### src/rtl/dma_engine_if.sv
// ============================================================================
// dma_engine_if : read/write master bus between the DMA engine and memory
// Revision 1.0
// ============================================================================
`default_nettype none

interface dma_engine_if #(
  parameter int ADDR_W = 32,
  parameter int DATA_W = 32
);
  logic              rd_req;
  logic [ADDR_W-1:0] rd_addr;
  logic              rd_ready;
  logic              rd_valid;
  logic [DATA_W-1:0] rd_data;
  logic              wr_req;
  logic [ADDR_W-1:0] wr_addr;
  logic [DATA_W-1:0] wr_data;
  logic              wr_ready;

  modport master (
    output rd_req, rd_addr, wr_req, wr_addr, wr_data,
    input  rd_ready, rd_valid, rd_data, wr_ready
  );

  modport slave (
    input  rd_req, rd_addr, wr_req, wr_addr, wr_data,
    output rd_ready, rd_valid, rd_data, wr_ready
  );
endinterface

`default_nettype wire

### src/rtl/dma_engine.sv
// ============================================================================
// dma_engine : single-channel word copier, one outstanding read, no overlap
// Revision 1.0
// ============================================================================
`default_nettype none

module dma_engine #(
  parameter int ADDR_W    = 32,
  parameter int DATA_W    = 32,
  parameter int ADDR_STEP = 4
) (
  input  wire logic              clk_i,
  input  wire logic              rst_ni,
  input  wire logic              start_i,
  input  wire logic [ADDR_W-1:0] src_addr_i,
  input  wire logic [ADDR_W-1:0] dst_addr_i,
  input  wire logic [31:0]       transfer_size_i,
  dma_engine_if.master           bus,
  output logic                   busy_o,
  output logic                   done_o,
  output logic [31:0]            words_done_o
);

  typedef enum logic [2:0] {
    S_IDLE    = 3'd0,
    S_RD_REQ  = 3'd1,
    S_RD_WAIT = 3'd2,
    S_WR_REQ  = 3'd3,
    S_DONE    = 3'd4
  } state_e;

  localparam logic [ADDR_W-1:0] C_STEP = ADDR_W'(ADDR_STEP);

  state_e            state_q, state_d;
  logic [ADDR_W-1:0] src_q, src_d;
  logic [ADDR_W-1:0] dst_q, dst_d;
  logic [31:0]       remaining_q, remaining_d;
  logic [DATA_W-1:0] data_q, data_d;
  logic [31:0]       words_done_q, words_done_d;
  logic              rd_req, wr_req;

  always_ff @(posedge clk_i or negedge rst_ni) begin
    if (!rst_ni) begin
      state_q      <= S_IDLE;
      src_q        <= '0;
      dst_q        <= '0;
      remaining_q  <= '0;
      data_q       <= '0;
      words_done_q <= '0;
    end else begin
      state_q      <= state_d;
      src_q        <= src_d;
      dst_q        <= dst_d;
      remaining_q  <= remaining_d;
      data_q       <= data_d;
      words_done_q <= words_done_d;
    end
  end

  always_comb begin
    state_d      = state_q;
    src_d        = src_q;
    dst_d        = dst_q;
    remaining_d  = remaining_q;
    data_d       = data_q;
    words_done_d = words_done_q;
    rd_req       = 1'b0;
    wr_req       = 1'b0;
    busy_o       = 1'b0;
    done_o       = 1'b0;

    case (state_q)
      S_IDLE: begin
        if (start_i) begin
          src_d        = src_addr_i;
          dst_d        = dst_addr_i;
          remaining_d  = transfer_size_i;
          words_done_d = '0;
          state_d      = (transfer_size_i == 32'd0) ? S_DONE : S_RD_REQ;
        end
      end
      S_RD_REQ: begin
        rd_req = 1'b1;
        busy_o = 1'b1;
        if (bus.rd_ready) state_d = S_RD_WAIT;
      end
      S_RD_WAIT: begin
        // Valid is honoured only here, so a beat coinciding with ready is dropped.
        busy_o = 1'b1;
        if (bus.rd_valid) begin
          data_d  = bus.rd_data;
          state_d = S_WR_REQ;
        end
      end
      S_WR_REQ: begin
        wr_req = 1'b1;
        busy_o = 1'b1;
        if (bus.wr_ready) begin
          words_done_d = words_done_q + 32'd1;
          remaining_d  = remaining_q - 32'd1;
          src_d        = src_q + C_STEP;
          dst_d        = dst_q + C_STEP;
          state_d      = (remaining_q == 32'd1) ? S_DONE : S_RD_REQ;
        end
      end
      S_DONE: begin
        done_o  = 1'b1;
        state_d = S_IDLE;
      end
      default: state_d = S_IDLE;
    endcase
  end

  assign bus.rd_req   = rd_req;
  assign bus.rd_addr  = src_q;
  assign bus.wr_req   = wr_req;
  assign bus.wr_addr  = dst_q;
  assign bus.wr_data  = data_q;
  assign words_done_o = words_done_q;

endmodule

`default_nettype wire
### src/flat_wrapper.sv
// flat-port wrapper written by rule: the top's interface ports become plain ports
module dma_engine_flat 
#(
  parameter int ADDR_W    = 32,
  parameter int DATA_W    = 32,
  parameter int ADDR_STEP = 4
)
  (clk_i, rst_ni, start_i, src_addr_i, dst_addr_i, transfer_size_i, busy_o, done_o, words_done_o, bus_rd_req, bus_rd_addr, bus_wr_req, bus_wr_addr, bus_wr_data, bus_rd_ready, bus_rd_valid, bus_rd_data, bus_wr_ready);
  dma_engine_if #(.ADDR_W(ADDR_W), .DATA_W(DATA_W)) bus_i ();
  input  wire logic clk_i;
  input  wire logic rst_ni;
  input  wire logic start_i;
  input  wire logic [ADDR_W-1:0] src_addr_i;
  input  wire logic [ADDR_W-1:0] dst_addr_i;
  input  wire logic [31:0] transfer_size_i;
  output logic busy_o;
  output logic done_o;
  output logic [31:0] words_done_o;
  output wire logic [$bits(bus_i.rd_req)-1:0] bus_rd_req;
  output wire logic [$bits(bus_i.rd_addr)-1:0] bus_rd_addr;
  output wire logic [$bits(bus_i.wr_req)-1:0] bus_wr_req;
  output wire logic [$bits(bus_i.wr_addr)-1:0] bus_wr_addr;
  output wire logic [$bits(bus_i.wr_data)-1:0] bus_wr_data;
  input wire logic [$bits(bus_i.rd_ready)-1:0] bus_rd_ready;
  input wire logic [$bits(bus_i.rd_valid)-1:0] bus_rd_valid;
  input wire logic [$bits(bus_i.rd_data)-1:0] bus_rd_data;
  input wire logic [$bits(bus_i.wr_ready)-1:0] bus_wr_ready;
  assign bus_rd_req = bus_i.rd_req;
  assign bus_rd_addr = bus_i.rd_addr;
  assign bus_wr_req = bus_i.wr_req;
  assign bus_wr_addr = bus_i.wr_addr;
  assign bus_wr_data = bus_i.wr_data;
  assign bus_i.rd_ready = bus_rd_ready;
  assign bus_i.rd_valid = bus_rd_valid;
  assign bus_i.rd_data = bus_rd_data;
  assign bus_i.wr_ready = bus_wr_ready;
  dma_engine #(.ADDR_W(ADDR_W), .DATA_W(DATA_W), .ADDR_STEP(ADDR_STEP)) u_core (.clk_i(clk_i), .rst_ni(rst_ni), .start_i(start_i), .src_addr_i(src_addr_i), .dst_addr_i(dst_addr_i), .transfer_size_i(transfer_size_i), .bus(bus_i), .busy_o(busy_o), .done_o(done_o), .words_done_o(words_done_o));
endmodule
### config.mk
export PLATFORM = sky130hd
export DESIGN_NAME = dma_engine_flat
export DESIGN_NICKNAME = d
export VERILOG_FILES = /design/src/rtl/dma_engine_if.sv /design/src/rtl/dma_engine.sv /design/src/flat_wrapper.sv
export SDC_FILE = /design/constraint.sdc
export NUM_CORES = 1
export LEC_CHECK = 0
export ABC_AREA = 1
export BUFFER_PORTS_ARGS = -buffer_cell sky130_fd_sc_hd__buf_2
export CORE_ASPECT_RATIO = 0.6
export CORE_UTILIZATION = 50
export DETAILED_ROUTE_END_ITERATION = 16
export HOLD_SLACK_MARGIN = 0.03
export PLACE_DENSITY = 0.76
export SETUP_SLACK_MARGIN = 0.2
export SLEW_MARGIN = 0
export SYNTH_ARGS = -nofsm -noshare
export SYNTH_HDL_FRONTEND = slang
export SYNTH_SLANG_ARGS = --single-unit
### constraint.sdc
create_clock -name clk_i -period 2.6 [get_ports clk_i]
set_input_delay 0.26 -clock clk_i [delete_from_list [all_inputs] [get_ports clk_i]]
set_output_delay 0.26 -clock clk_i [all_outputs]
set_load 0.02 [all_outputs]
==> impl_metrics.env <==
export IMPL_worstPathArrival_ns=2.38
export IMPL_htreeDepth=4
export IMPL_wl_per_cell_um=15.58
export IMPL_ios=266
export IMPL_diodes=0
export IMPL_fp_dieW_um=191.3
export IMPL_synth_fp_nets=1794
export IMPL_end_kind="flop"
export IMPL_worstSetupStartpointType="flop"
export IMPL_cts_tree="done"
export IMPL_io_buffers=265
export IMPL_drc=0
export IMPL_power_leakage_nw=6.293
export IMPL_hold_violations=0
export IMPL_initialDrtViolationCount=1208
export IMPL_die_height_um=115.6
export IMPL_hold_start="bus_rd_data[6]"
export IMPL_grt_total_usage_pct=30.85
export IMPL_r2r_cells=11
export IMPL_cts_setup_buffers=0
export IMPL_outcome="complete, no violations"
export IMPL_power_density_mw_per_mm2=1083
export IMPL_post_dp_cell_area_mm2=0.01233
export IMPL_ys_warn_count=0
export IMPL_dieArea_mm2=0.02211
export IMPL_stdcell_area_mm2=0.01293
export IMPL_nNetsFinal=2044
export IMPL_whs_endpoint="u_core.bus.wr_data[6]"
export IMPL_crit_family="simple AND/OR/NAND/NOR gates"
export IMPL_setup_viol=0
export IMPL_globalRoute_totalOverflow=0
export IMPL_grt_max_degree=140
export IMPL_power_total_w=0.01400
export IMPL_async_flop_share_pct=100.0
export IMPL_cp_required_ns=2.97
export IMPL_crit_chain="ha_1, nand2_1, nor2_1, nand2_1, nor2_2, nand3_2, inv_2, nand2_1, nand2_1, nand2_1, nor2_1"
export IMPL_slowest_stage="dfrtp_1"
export IMPL_crit_path_max_fanout=7
export IMPL_drv_slew=0
export IMPL_cts_clk_slew_worst_paths_ns=0.07
export IMPL_period_needed_ns=2.010
export IMPL_layout_drive_gt1_share_pct=19.56
export IMPL_synth_cell_type_count=38
export IMPL_fin_crit_sh_pct=77.29
export IMPL_relSlewSlack_pct=55.57
export IMPL_drv_cap=0
export IMPL_hp_class="input pin to flop"
export IMPL_syn_area_mm2=0.01075
export IMPL_coreArea_mm2=0.02103
export IMPL_crit_buf_inv=1
export IMPL_synthFlopType="dfrtp_1"
export IMPL_antenna_found_initial=0
export IMPL_vdd_ir_drop_max_uv=565.9
export IMPL_grt_pass1_wl_um=53850
export IMPL_place_congestion=0.9638
export IMPL_rsz0062_at_grt="false"
export IMPL_rr_startpoint="u_core.words_done_o[0]"
export IMPL_root_buffer="clkbuf_16"
export IMPL_reg2reg_to="u_core.words_done_o[20]"
export IMPL_fmax_ghz=0.4976
export IMPL_synth_edf_count=0
export IMPL_critPathMaxStageDelay_ns=0.45
export IMPL_ys_seq_area_share_pct=37.95
export IMPL_vias=11805
export IMPL_avgViaCountPerCell=5.376
export IMPL_std_cell_rows=41
export IMPL_routed_wl_um=34210
export IMPL_skew_ns=0.008729
export IMPL_area_growth_syn_to_layout_pct=20.30
export IMPL_numCtsBuffers=17
export IMPL_cts_resized=0
export IMPL_first_pass_iters=9
export IMPL_cts_max_path_buffers=2
export IMPL_grt_pass1_vias=10457
export IMPL_reg2reg_slack_ns=0.59
export IMPL_place_hpwl_um=25290
export IMPL_yosys_register_bits=163
export IMPL_critPathKind="flop to flop"
export IMPL_syn_avg_cell_area_um2=6.495
export IMPL_numClockSinks=163
export IMPL_cp_common_cell="nand2_1"
export IMPL_setup_tns_ns=0
export IMPL_syn_inst=1655
export IMPL_whs_path_depth=2
export IMPL_worst_pin_slew_ns=0.6657
export IMPL_clock_latency_ns=0.44
export IMPL_ant_nets=0
export IMPL_start_util_pct=51.11
[routing by layer]
metal  track usage, %  share of wire (%)
met1            46.86                 47
met5                0                  0
met4            7.937                1.3
met3            8.177                 11
met2            42.78                 41
[cells by family after synthesis]
logic type	after synthesis	share of synthesized area (%)
DFF	163	37.95
xor gates and xnor gates	8	0.6519
AOI/OAI and AO/OA	183	9.149
muxes	32	3.352
buffers and inverters	202	7.741
adders and majority gates	5	0.5820
and+or+nand+nor	1062	40.58
[how the worst max path moves through the flow]
stage,start,endpoint,slack [ns],cells past startpoint
after global placement,u_core.state_q[2],u_core.remaining_q[17],0.71,7
after detailed placement,u_core.state_q[2],u_core.remaining_q[17],0.66,7
after global routing,u_core.words_done_o[0],u_core.words_done_o[20],0.36,11
after CTS,u_core.words_done_o[0],u_core.words_done_o[20],0.64,11
final,u_core.words_done_o[0],u_core.words_done_o[20],0.59,11
after floorplan,u_core.words_done_o[0],u_core.words_done_o[18],0.87,10
[layout by cell type, fill, tap and decap left out, types with 2 or more instances in the layout]
cell type / instances
a21o_1: 4
a21oi_1: 41
a22oi_1: 2
a31oi_1: 5
buf_12: 5
buf_2: 264
buf_4: 9
clkbuf_1: 2
clkbuf_16: 17
clkbuf_8: 3
clkinv_2: 4
clkinvlp_4: 3
dfrtp_1: 163
dlygate4sd3_1: 5
ha_1: 5
inv_1: 144
inv_2: 5
mux2_2: 32
nand2_1: 546
nand2_2: 2
nand3_1: 122
nand3b_1: 13
nand4_1: 25
nor2_1: 312
nor2_2: 3
nor2_4: 2
nor3_1: 14
o211ai_1: 7
o21ai_0: 100
o21ai_1: 11
o22ai_1: 7
or2_2: 20
xor2_1: 7
[through the flow]
stage | hold WS, ns | setup slack, ns | cells | utilization [%]
after floorplan | -0.03559 | 0.8705 | 1655 | -
after global placement | 0.2542 | 0.7124 | 2160 | 58.60
after detailed placement | 0.2562 | 0.6631 | 2160 | 58.60
after CTS | 0.04230 | 0.6423 | 2196 | 61.48
after global routing | 0.04459 | 0.3622 | 2196 | 61.48
final | 0.05370 | 0.5903 | 2196 | 61.48
[Yosys cell counts, drive strengths merged, types with 7 or more instances]
master / instances / area [um2]
nand2: 549 / 2073
nor2: 317 / 1212
dfrtp: 163 / 4079
inv: 149 / 559.3
nand3: 123 / 620.6
o21ai: 111 / 555.5
buf: 42 / 231.5
a21oi: 41 / 205.2
mux2: 32 / 360.4
nand4: 25 / 156.4
or2: 20 / 125.1
nor3: 14 / 70.07
nand3b: 13 / 97.59
clkbuf: 11 / 41.29
o211ai: 7 / 52.55
o22ai: 7 / 43.79
xor2: 7 / 61.31
[sequential cells by signal (all words and copies together), names as in the netlist]
signal,flops
u_core.remaining_q,32
u_core.bus.rd_addr,32
u_core.bus.wr_data,32
u_core.bus.wr_addr,32
u_core.state_q,3
u_core.words_done_o,32
[power breakdown]
part	switching (W)	leakage, nW	internal, W
sequential	0.00129	2.02	0.00358
combinational	0.00443	4.01	0.00226
clock	0.00106	0.268	0.00138
total	0.00678	6.29	0.00722
[final cells by class]
class	instances	area, um2
inverter	149	559.3
timing repair buffer	284	1550
clock buffer	22	474.2
tap	279	349.1
multi-input combinational	1290	5838
fill	1990	8102
sequential	163	4079
clock inverter	9	81.33
[timing repair]
item                                   CTS  global route
setup endpoints to repair                0             0
hold buffers                             5             0
endpoints found under the hold margin   53             0
(Power assumes the default switching activity.)
